File: src/rtl/lsu_pkg.sv
// Shared definitions for the load/store unit: funct3 codes, FSM encoding and access-size helpers.
package lsu_pkg;

  localparam logic [2:0] F3_B  = 3'b000;
  localparam logic [2:0] F3_H  = 3'b001;
  localparam logic [2:0] F3_W  = 3'b010;
  localparam logic [2:0] F3_BU = 3'b100;
  localparam logic [2:0] F3_HU = 3'b101;

  typedef enum logic [1:0] {
    ST_IDLE   = 2'd0,
    ST_FIRST  = 2'd1,
    ST_SECOND = 2'd2,
    ST_DONE   = 2'd3
  } lsu_state_t;

  // Access size in bytes (1/2/4) from funct3[1:0]
  function automatic logic [2:0] size_bytes(input logic [1:0] f3_lo);
    case (f3_lo)
      2'b00:   return 3'd1;
      2'b01:   return 3'd2;
      default: return 3'd4;
    endcase
  endfunction

  // 8-lane byte mask spanning the addressed word and the one after it
  function automatic logic [7:0] lane_mask(input logic [1:0] f3_lo, input logic [1:0] off);
    logic [7:0] base;
    base = 8'((9'd1 << size_bytes(f3_lo)) - 9'd1);
    return base << off;
  endfunction

  function automatic logic f3_legal(input logic [2:0] f3, input logic store);
    if (store) return (f3 == F3_B) || (f3 == F3_H) || (f3 == F3_W);
    return (f3 == F3_B) || (f3 == F3_H) || (f3 == F3_W) || (f3 == F3_BU) || (f3 == F3_HU);
  endfunction

endpackage

File: src/rtl/lsu_load_align.sv
// Extracts the addressed bytes from a two-word window and sign/zero-extends them.
module lsu_load_align
  import lsu_pkg::*;
(
  input  logic [63:0] data,
  input  logic [1:0]  off,
  input  logic [2:0]  funct3,
  output logic [31:0] result_c
);

  logic [31:0] word;

  always_comb begin
    word     = 32'(data >> {off, 3'b000});
    result_c = '0;
    case (funct3)
      F3_B:    result_c = {{24{word[7]}}, word[7:0]};
      F3_H:    result_c = {{16{word[15]}}, word[15:0]};
      F3_W:    result_c = word;
      F3_BU:   result_c = {24'h0, word[7:0]};
      F3_HU:   result_c = {16'h0, word[15:0]};
      default: result_c = '0;
    endcase
  end

endmodule

File: src/rtl/load_store_unit.sv
// Converts byte/half/word core accesses into word-aligned memory accesses with byte enables,
// splitting word-crossing accesses in two and returning extended load data.
module load_store_unit
  import lsu_pkg::*;
#(
  parameter int unsigned ADDR_W = 32,
  parameter int unsigned DATA_W = 32
) (
  input  logic              clk,
  input  logic              reset,
  input  logic              req_valid,
  output logic              req_ready,
  input  logic              req_store,
  input  logic [2:0]        req_funct3,
  input  logic [ADDR_W-1:0] req_addr,
  input  logic [DATA_W-1:0] req_wdata,
  output logic              resp_valid,
  output logic [DATA_W-1:0] resp_rdata,
  output logic              resp_err,
  output logic [ADDR_W-1:0] mem_addr,
  output logic [DATA_W-1:0] mem_write_data,
  output logic [3:0]        mem_byte_en,
  output logic              MemRead,
  output logic              MemWrite,
  input  logic [DATA_W-1:0] mem_read_data
);

  lsu_state_t        state, state_nxt;
  logic [ADDR_W-1:0] addr_q;
  logic [DATA_W-1:0] wdata_q;
  logic [2:0]        f3_q;
  logic              store_q;
  logic [DATA_W-1:0] lo_q, hi_q, lo_nxt, hi_nxt;
  logic [DATA_W-1:0] load_c;

  logic              accept;
  logic [ADDR_W-1:0] op_addr, aligned;
  logic [DATA_W-1:0] op_wdata;
  logic [1:0]        op_sz, off;
  logic [7:0]        mask;
  logic [63:0]       shifted;

  logic [ADDR_W-1:0] mem_addr_nxt;
  logic [DATA_W-1:0] mem_wd_nxt, resp_rdata_nxt;
  logic [3:0]        mem_be_nxt;
  logic              mem_rd_nxt, mem_wr_nxt, resp_valid_nxt, resp_err_nxt;

  // Ready is gated by reset so the core never sees a handshake during reset
  assign req_ready = (state == ST_IDLE) && reset;

  // Load words are captured as the memory returns them
  always_comb begin : capture
    lo_nxt = lo_q;
    hi_nxt = hi_q;
    if (!store_q) begin
      if (state == ST_FIRST)  lo_nxt = mem_read_data;
      if (state == ST_SECOND) hi_nxt = mem_read_data;
    end
  end

  lsu_load_align u_align (
    .data     ({hi_nxt, lo_nxt}),
    .off      (addr_q[1:0]),
    .funct3   (f3_q),
    .result_c (load_c)
  );

  always_comb begin : fsm_next
    state_nxt      = state;
    accept         = 1'b0;
    mem_addr_nxt   = '0;
    mem_be_nxt     = '0;
    mem_wd_nxt     = '0;
    mem_rd_nxt     = 1'b0;
    mem_wr_nxt     = 1'b0;
    resp_valid_nxt = 1'b0;
    resp_err_nxt   = 1'b0;
    resp_rdata_nxt = '0;

    // In IDLE the next access is built straight from the request being accepted
    op_addr  = (state == ST_IDLE) ? req_addr : addr_q;
    op_wdata = (state == ST_IDLE) ? req_wdata : wdata_q;
    op_sz    = (state == ST_IDLE) ? req_funct3[1:0] : f3_q[1:0];
    off      = op_addr[1:0];
    mask     = lane_mask(op_sz, off);
    shifted  = 64'(op_wdata) << {off, 3'b000};
    aligned  = {op_addr[ADDR_W-1:2], 2'b00};

    case (state)
      ST_IDLE: begin
        if (req_valid) begin
          accept = 1'b1;
          if (f3_legal(req_funct3, req_store)) begin
            state_nxt    = ST_FIRST;
            mem_addr_nxt = aligned;
            mem_be_nxt   = mask[3:0];
            mem_wd_nxt   = shifted[31:0];
            mem_wr_nxt   = req_store;
            mem_rd_nxt   = !req_store;
          end else begin
            state_nxt      = ST_DONE;
            resp_valid_nxt = 1'b1;
            resp_err_nxt   = 1'b1;
          end
        end
      end
      ST_FIRST: begin
        if (mask[7:4] != 4'h0) begin
          state_nxt    = ST_SECOND;
          mem_addr_nxt = aligned + ADDR_W'(4);
          mem_be_nxt   = mask[7:4];
          mem_wd_nxt   = shifted[63:32];
          mem_wr_nxt   = store_q;
          mem_rd_nxt   = !store_q;
        end else begin
          state_nxt      = ST_DONE;
          resp_valid_nxt = 1'b1;
          resp_rdata_nxt = store_q ? '0 : load_c;
        end
      end
      ST_SECOND: begin
        state_nxt      = ST_DONE;
        resp_valid_nxt = 1'b1;
        resp_rdata_nxt = store_q ? '0 : load_c;
      end
      ST_DONE: state_nxt = ST_IDLE;
      default: state_nxt = ST_IDLE;
    endcase
  end

  always_ff @(posedge clk or negedge reset) begin
    if (!reset) begin
      state          <= ST_IDLE;
      addr_q         <= '0;
      wdata_q        <= '0;
      f3_q           <= '0;
      store_q        <= 1'b0;
      lo_q           <= '0;
      hi_q           <= '0;
      mem_addr       <= '0;
      mem_byte_en    <= '0;
      mem_write_data <= '0;
      MemRead        <= 1'b0;
      MemWrite       <= 1'b0;
      resp_valid     <= 1'b0;
      resp_err       <= 1'b0;
      resp_rdata     <= '0;
    end else begin
      state <= state_nxt;
      if (accept) begin
        addr_q  <= req_addr;
        wdata_q <= req_wdata;
        f3_q    <= req_funct3;
        store_q <= req_store;
      end
      lo_q           <= lo_nxt;
      hi_q           <= hi_nxt;
      mem_addr       <= mem_addr_nxt;
      mem_byte_en    <= mem_be_nxt;
      mem_write_data <= mem_wd_nxt;
      MemRead        <= mem_rd_nxt;
      MemWrite       <= mem_wr_nxt;
      resp_valid     <= resp_valid_nxt;
      resp_err       <= resp_err_nxt;
      resp_rdata     <= resp_rdata_nxt;
    end
  end

endmodule

File: config.mk
export PLATFORM = sky130hd
export DESIGN_NAME = load_store_unit
export DESIGN_NICKNAME = d
export VERILOG_FILES = /design/src/rtl/lsu_pkg.sv /design/src/rtl/lsu_load_align.sv /design/src/rtl/load_store_unit.sv
export SDC_FILE = /design/constraint.sdc
export NUM_CORES = 1
export LEC_CHECK = 0
export ABC_AREA = 1
export CORE_UTILIZATION = 26
export CTS_CLUSTER_DIAMETER = 120
export DETAILED_ROUTE_END_ITERATION = 7
export HOLD_SLACK_MARGIN = 0.15
export PLACE_DENSITY = 0.42
export RECOVER_POWER = 25
export SKIP_CTS_REPAIR_TIMING = 1
export SLEW_MARGIN = 15
export SYNTH_ARGS = -nofsm -noshare
export SYNTH_HDL_FRONTEND = slang
export SYNTH_HIERARCHICAL = 1
export SYNTH_SLANG_ARGS = --single-unit
File: constraint.sdc
create_clock -name clk -period 2.7 [get_ports clk]
set_input_delay 0.54 -clock clk [delete_from_list [all_inputs] [get_ports clk]]
set_output_delay 0.54 -clock clk [all_outputs]
set_load 0.005 [all_outputs]
==> out/qor.csv <==
stage;metric;value;unit
sta;worst_slew_pin_slew;1020;ps
grt;overflow;0;
layout;stdcell_area;16200;um^2
outcome;status;completed;
worst_setup_path;crit_chain;inv_2 > ha_4 > buf_12 > buf_4 > buf_4 > nand2_1 > nand2_1 > nand2_1 > nor2_1 > nand3_1 > xor2_1 > o21ai_1;
worst_setup_path;slowest_delay;430;ps
die;start_util;0.266;
sta;setup_viol;0;
worst_setup_path;endpoint_kind;flip-flop;
cts;ctsLongestPathBuffers;3;
placed_design;gp_congestion;0.835;
synth;yosys_warnings;6;
cts;numCtsBuffers;28;
layout;drive_above_1_share;0.0858;
cts;clkSinkCount;228;
die;fp.dieW;218;um
sta;slew_headroom;0.320;
routing;dr.pass1.iters;5;
sta;period_needed;2560;ps
die;core_area;45700;um^2
die;io_pins;208;
power;total_power;20900;uW
sta;hold_violations;0;
layout;layout_commonest_cell;nand2_1;
routing;wire_per_inst;17.3;um
worst_setup_path;cp_slowest_cell;dfrtp_1;
sta;fin_crit_sh;0.948;
placed_design;placed_area;15100;um^2
synth;netlist_area;12100;um^2
layout;n_fill_cell;4914;
grt;grt.total_usage;0.184;
routing;drtAntennaViolNets;0;
cts;cts.htree.levels;1;
die;rows;78;
placed_design;dp_cells;2461;
routing;drt-total-wl;43700;um
cts;cts.root.buffer_cell;clkbuf_16;
cts;clk_pin_slew;60;ps
placed_design;io_buffers;205;
worst_setup_path;worstPathRequired;3130;ps
grt;grt_pass1_wl;66900;um
routing;num_vias;11417;
layout;syn2layout_area_growth;33.6;%
placed_design;detailedPlace.worstSlack;-62.6;ps
die;die_y;218;um
sta;fin_tns_setup;0;ps
sta;layout_setup_ws;140;ps
die;design.die.area;47500;um^2
cts;insertion_delay;570;ps
layout;diodes;0;
worst_setup_path;arrival;2990;ps
grt;grt_pass1_vias;11203;
placed_design;dp_hpwl;32000;um
layout;final_cell_mix;591 x nand2_1, 240 x o21ai_0, 228 x dfrtp_1;
layout;final_nets;2011;
routing;drc_errors;0;
worst_setup_path;crit_fanout;8;
worst_setup_path;cpMostUsedCell;nand2_1;
worst_setup_path;worstSetupPathType;flip-flop to flip-flop;
routing;viasPerCell;4.53;
power;ir_drop;0.535;mV
sta;skew;26.3;ps
layout;multi_input_area;5270;um^2
job;maxCapViolations;0;
hold_path;min_path_type;flip-flop to flip-flop;
sta;max_freq;391;MHz
power;p_per_area;1290;nW/um^2
power;leakage;0.00778;uW
layout;area.sequential;5710;um^2
worst_setup_path;start_kind;flip-flop;
cts;cts_tree;yes;
synth;synthCells;1674;
grt;antenna_found_initial;2;
synth;avgSynthCellArea;7.25;um^2
grt;grt_max_degree;155;
sta;final_max_slew_viol_count;0;
routing;first_iter_violations;718;
layout;fin_cells;2523;
==> sequential cells by signal, summed over array words and instances, names as in the netlist <==
signal / flops
store_q: 1
MemWrite: 1
MemRead: 1
state: 2
mem_write_data: 32
resp_err: 1
mem_byte_en: 4
wdata_q: 32
resp_rdata: 32
mem_addr: 30
addr_q: 32
hi_q: 24
f3_q: 3
resp_valid: 1
lo_q: 32
==> cell type report <==
| class | count | share of cell area |
|---|---|---|
| multi-input combinational | 1168 | 0.325 |
| clock buffer | 38 | 0.0506 |
| timing repair buffer | 284 | 0.174 |
| sequential | 228 | 0.352 |
| tap | 600 | 0.0463 |
| clock inverter | 13 | 0.00741 |
| inverter | 192 | 0.0451 |
==> metal layers <==
metal | wire length (um) | vias to the layer above | track usage | share of wire
li1 | - | 5748 | - | -
met1 | 20300 | 5349 | 0.250 | 0.46
met2 | 20400 | 266 | 0.302 | 0.47
met3 | 1970 | 50 | 0.0326 | 0.045
met4 | 995 | 4 | 0.0455 | 0.023
met5 | 31 | - | 0 | 0.00071
==> per-stage QoR <==
stage	utilization	hold slack, ps
6_report	0.355	479
5_1_grt	0.355	501
4_1_cts	0.352	73.0
3_5_place_dp	0.331	465
3_3_place_gp	0.331	462
2_1_floorplan	-	244
==> power by group <==
| group | switching (uW) | total, uW | internal, uW |
|---|---|---|---|
| clock network | 1560 | 3860 | 2300 |
| registers | 620 | 5440 | 4820 |
| logic | 7330 | 11600 | 4270 |
==> worst paths after layout <==
path	start	end	slack, ps	cells after the start
worst max-delay path	state[1]$_DFFE_PN0P_	mem_addr[16]$_DFF_PN0_	140	12
worst min-delay path	addr_q[10]$_DFFE_PN0P_	addr_q[10]$_DFFE_PN0P_	480	2
worst max register to register	state[1]$_DFFE_PN0P_	mem_addr[16]$_DFF_PN0_	140	12
worst min register to register	addr_q[10]$_DFFE_PN0P_	addr_q[10]$_DFFE_PN0P_	480	2
max in group asynchronous	reset	mem_write_data[30]$_DFF_PN0_	760	3
min in group asynchronous	reset	hi_q[13]$_DFF_PN0_	1090	3
==> worst max-delay path: cells and delay by family (launching register included) <==
family          cells  cell delay (ps)
simple gates        5              790
buf+inv             4              570
flops               1              430
compound gates      1              250
xor+xnor            1              210
fa+ha+maj           1              180
(Power assumes the default switching activity.)
==> edit 1: new RTL, same flow settings <==
Re-encode `lsu_state_t` (4 states) as one-hot, 4 bits wide.
--- a/src/rtl/lsu_pkg.sv
+++ b/src/rtl/lsu_pkg.sv
@@ -8,9 +8,9 @@
   localparam logic [2:0] F3_HU = 3'b101;
 
-  typedef enum logic [1:0] {
-    ST_IDLE   = 2'd0,
-    ST_FIRST  = 2'd1,
-    ST_SECOND = 2'd2,
-    ST_DONE   = 2'd3
+  typedef enum logic [3:0] {
+    ST_IDLE   = 4'b0001,
+    ST_FIRST  = 4'b0010,
+    ST_SECOND = 4'b0100,
+    ST_DONE   = 4'b1000
   } lsu_state_t;
 
Function: same outputs for any inputs over 4 cycles, from zero or initial values and one cycle with reset low; so few cycles prove little.
==> edit 1 against the original RTL <==
- critical path depth grew 5
- final area up 0.68%
- routed wire length is 3.7% lower
- core utilization shrank 0.44 points
- setup slack got worse by 0.024 ns
- area after synthesis up 0.94%
- cell count is 0.87% higher
- maximum frequency decreased by 0.92%
- sequential cell count rose by 2
- total power decreased by 8.0%
- clock power shrank 2%
- clock skew down 0.011 ns
- largest power group unchanged
- highest routed layer unchanged
==> edit 1: results (changes against the original RTL) <==
Hold path
  – Hold_sp: addr_q[29]
  – Hold Path Sink: addr_q[29]

GRT
  – First-pass GRT wire length: 64,550 um (-3.5%)
  – All-Layer GR Usage: 0.1750 (-0.009393)
  – Number of global-route vias before repair: 11,110 (-0.81%)
  – Met1 Use GR: 0.2339 (-0.01616)
  – Met3 global-route usage: 0.02730 (-0.005332)
  – Largest net degree at the start of global routing: 146 (-5.8%)
  – GR Util met2: 0.2946 (-0.007390)

Timing
  – Slew @ Worst Pin: 1.377 ns (+0.3569 ns)
  – Clock skew: 0.01551 ns (-0.01082 ns)

Run status
  – Status: finished clean

Final layout
  – Layout cell share with drive strength beyond 1: 0.09030 (+0.004496)
  – # nets final: 2,023 (+0.60%)
  – Fin cells: 2,545 (+0.87%)
  – Fillers: 4,986 (+1.5%)
  – Diodes inserted: 0 (unchanged)

Placement
  – Placer congestion estimate: 0.8405 (+0.69%)
  – Detail Placement HPWL: 30,090 um (-5.9%)

Worst setup path
  – FF-to-FF path depth: 17 (+5)
  – Crit path from: state[0]
  – Kind of cell adding the most delay to the critical path: buffers and inverters
  – Peak per-stage delay on the critical path: 0.52 ns (+0.09 ns)
  – Worst path slowest cell: dfstp_2
  – Arrival @ worst endpoint: 3.03 ns (+0.04 ns)
  – Worst reg2reg path endpoint: resp_rdata[14]

Power and ir drop
  – Pleak: 8.089 nW (+3.9%)
  – Worst VDD drop: 0.4806 mV (-10%)

Route
  – Metal-1 WL: 19,050 um (-6.1%)
  – Routed wire length on met2: 20,200 um (-1.1%)
  – Initial drt markers: 686 (-4.5%)

CTS
  – Num CTS Buffers: 29 (+3.6%)

Yosys
  – Post-Syn Instances: 1,692 (+1.1%)
edit 1: layout make-up:
class | instances | area [um2] | area share
clock inverters | 5 | 31.28 | 0.001916
clock buffers | 46 | 899.6 | 0.05512
multi-input cells | 1183 | 5335 | 0.3269
repair buffers | 283 | 2820 | 0.1728
inverters | 191 | 719.4 | 0.04408
flip-flops and latches | 230 | 5757 | 0.3527
well taps | 607 | 759.5 | 0.04653
edit 1: stage by stage:
| stage | TNS, ns | setup slack (ns) | instance area, um2 |
|---|---|---|---|
| after floorplan | 0 | 0.1630 | 12250 |
| after global placement | -0.1944 | -0.01009 | 15150 |
| after detailed placement | -0.5424 | -0.02826 | 15150 |
| after CTS | -0.2299 | -0.2299 | 16080 |
| after global routing | -0.01087 | -0.003962 | 16320 |
| final | 0 | 0.1157 | 16320 |
edit 1: power breakdown:
part | leakage (nW) | internal, mW | switching, mW
logic | 4.71 | 3.67 | 6.56
clock network | 0.460 | 2.26 | 1.52
registers | 2.92 | 4.64 | 0.571
total | 8.09 | 10.6 | 8.65
==> edit 2: new RTL, same settings <==
Without the edit above. Change the parameter `ADDR_W` from 32 to 64.
--- a/src/rtl/load_store_unit.sv
+++ b/src/rtl/load_store_unit.sv
@@ -4,5 +4,5 @@
   import lsu_pkg::*;
 #(
-  parameter int unsigned ADDR_W = 32,
+  parameter int unsigned ADDR_W = 64,
   parameter int unsigned DATA_W = 32
 ) (
Ports: changed (resized mem_addr and req_addr); port bits go from 208 to 272. No check against the original RTL was run, so the function may have changed too.
==> edit 2 against the original RTL <==
- setup slack got worse by 0.032 ns
- sequential power is 29% higher
- total power up 43%
- count of clock-buffer cells in the layout grew 19
- critical path depth up 3
- final area up 45%
- area after synthesis up 37%
- sequential cell count increased by 64
- synthesized cell count increased by 42%
- via count rose by 49%
- routed wire length is 56% higher
- first-iteration DRC count grew 56%
- die area is 36% higher
- critical path type unchanged
- critical endpoint is now mem_addr[40]
- highest routed layer unchanged
==> edit 2: results (changes against the original RTL) <==
Route
  – Vias: 17,030 (+49%)
  – Initial drt markers: 1,121 (+56%)
  – Avg WL per Cell: 18.37 um (+6.1%)

Worst setup path
  – Arrival @ worst endpoint: 3.02 ns (+0.03 ns)
  – Worst reg2reg path endpoint: mem_addr[40]
  – FF-to-FF path depth: 15 (+3)
  – Peak per-stage delay on the critical path: 0.37 ns (-0.06 ns)
  – Max Fanout on Critical Path: 18 (+10)

Hold path
  – Min-delay worst type: input port to async pin

Timing
  – Slew HR: 0.06837 (-0.2516)
  – Fin Hold WS: 0.3787 ns (-0.1005 ns)
  – Clock skew: 0.03078 ns (+0.004450 ns)

GRT
  – All-Layer GR Usage: 0.2071 (+0.02276)
  – Largest net degree at the start of global routing: 131 (-15%)
  – First-pass GRT wire length: 100,800 um (+51%)

Placement
  – Placer congestion estimate: 0.9216 (+10%)
  – I/O Buffers: 269 (+31%)
  – Detail Placement HPWL: 51,380 um (+61%)

Yosys
  – Yosys warns: 6 (unchanged)

CTS
  – H-tree depth: 2 (+1)
  – Num CTS Buffers: 40 (+43%)

Final layout
  – Biggest registers after layout: addr_q: 64 flops, mem_addr: 62 flops
  – # nets final: 2,979 (+48%)
  – Layout cell share with drive strength beyond 1: 0.1614 (+0.07563)

Power and ir drop
  – Pleak: 11.21 nW (+44%)
  – Net Switching: 13.73 mW (+44%)

Run status
  – Status: finished clean
[edit 2: worst max-delay path by stage]
| stage | end | cells after the start | slack (ns) | start |
|---|---|---|---|---|
| 3_5_place_dp | mem_addr[37] | 15 | -0.21 | req_funct3[1] |
| 5_1_grt | mem_addr[17] | 15 | -0.02 | state[1] |
| 3_3_place_gp | mem_addr[42] | 15 | -0.15 | req_funct3[1] |
| 6_report | mem_addr[40] | 15 | 0.11 | state[1] |
| 2_1_floorplan | mem_addr[14] | 14 | 0.16 | state[0] |
| 4_1_cts | req_ready | 6 | -0.06 | state[0] |
[edit 2: final cells by class]
cell class	count	area share
clock buffers	57	0.05006
clock inverters	15	0.005905
inverters	267	0.04266
flip-flops and latches	292	0.3107
well taps	846	0.04500
multi-input cells	1702	0.3327
repair buffers	535	0.2130
[edit 2: power by group through the flow]
stage,sequential [mW],combinational (mW),clock (mW)
after floorplan,6.81,9.19,0
after global placement,7.13,16.6,0
after detailed placement,7.12,16.7,0
after CTS,7.07,16.8,5.49
after global routing,7.20,19.4,5.63
final,7.04,17.5,5.34
[edit 2: worst reg2reg max path: stages, from the launching register on]
cell       delay (ns)
dfrtp_1          0.37
inv_2            0.06
ha_4             0.21
buf_4            0.17
clkbuf_16        0.19
nand2_1          0.09
nand2_1          0.10
nor2_1           0.20
nand2_1          0.14
nor2_2           0.33
inv_2            0.07
buf_4            0.14
nor2_1           0.12
nand4_1          0.10
nand3_1          0.09
o21ai_0          0.07
[edit 2: through the flow]
stage	instances	area [um2]	utilization	TNS [ns]
finish	3714	23520	0.3729	0
global route	3714	23520	0.3729	-0.03409
CTS	3702	23170	0.3673	-0.1507
detailed placement	3630	21860	0.3465	-15.90
global placement	3630	21860	0.3465	-8.896
floorplan	2376	16580	-	0
[edit 2: routing by layer]
layer  part of all wire  track usage
met1               0.45       0.2816
met5            0.00034            0
met4              0.028      0.06523
met3              0.049      0.02582
met2               0.47       0.3407
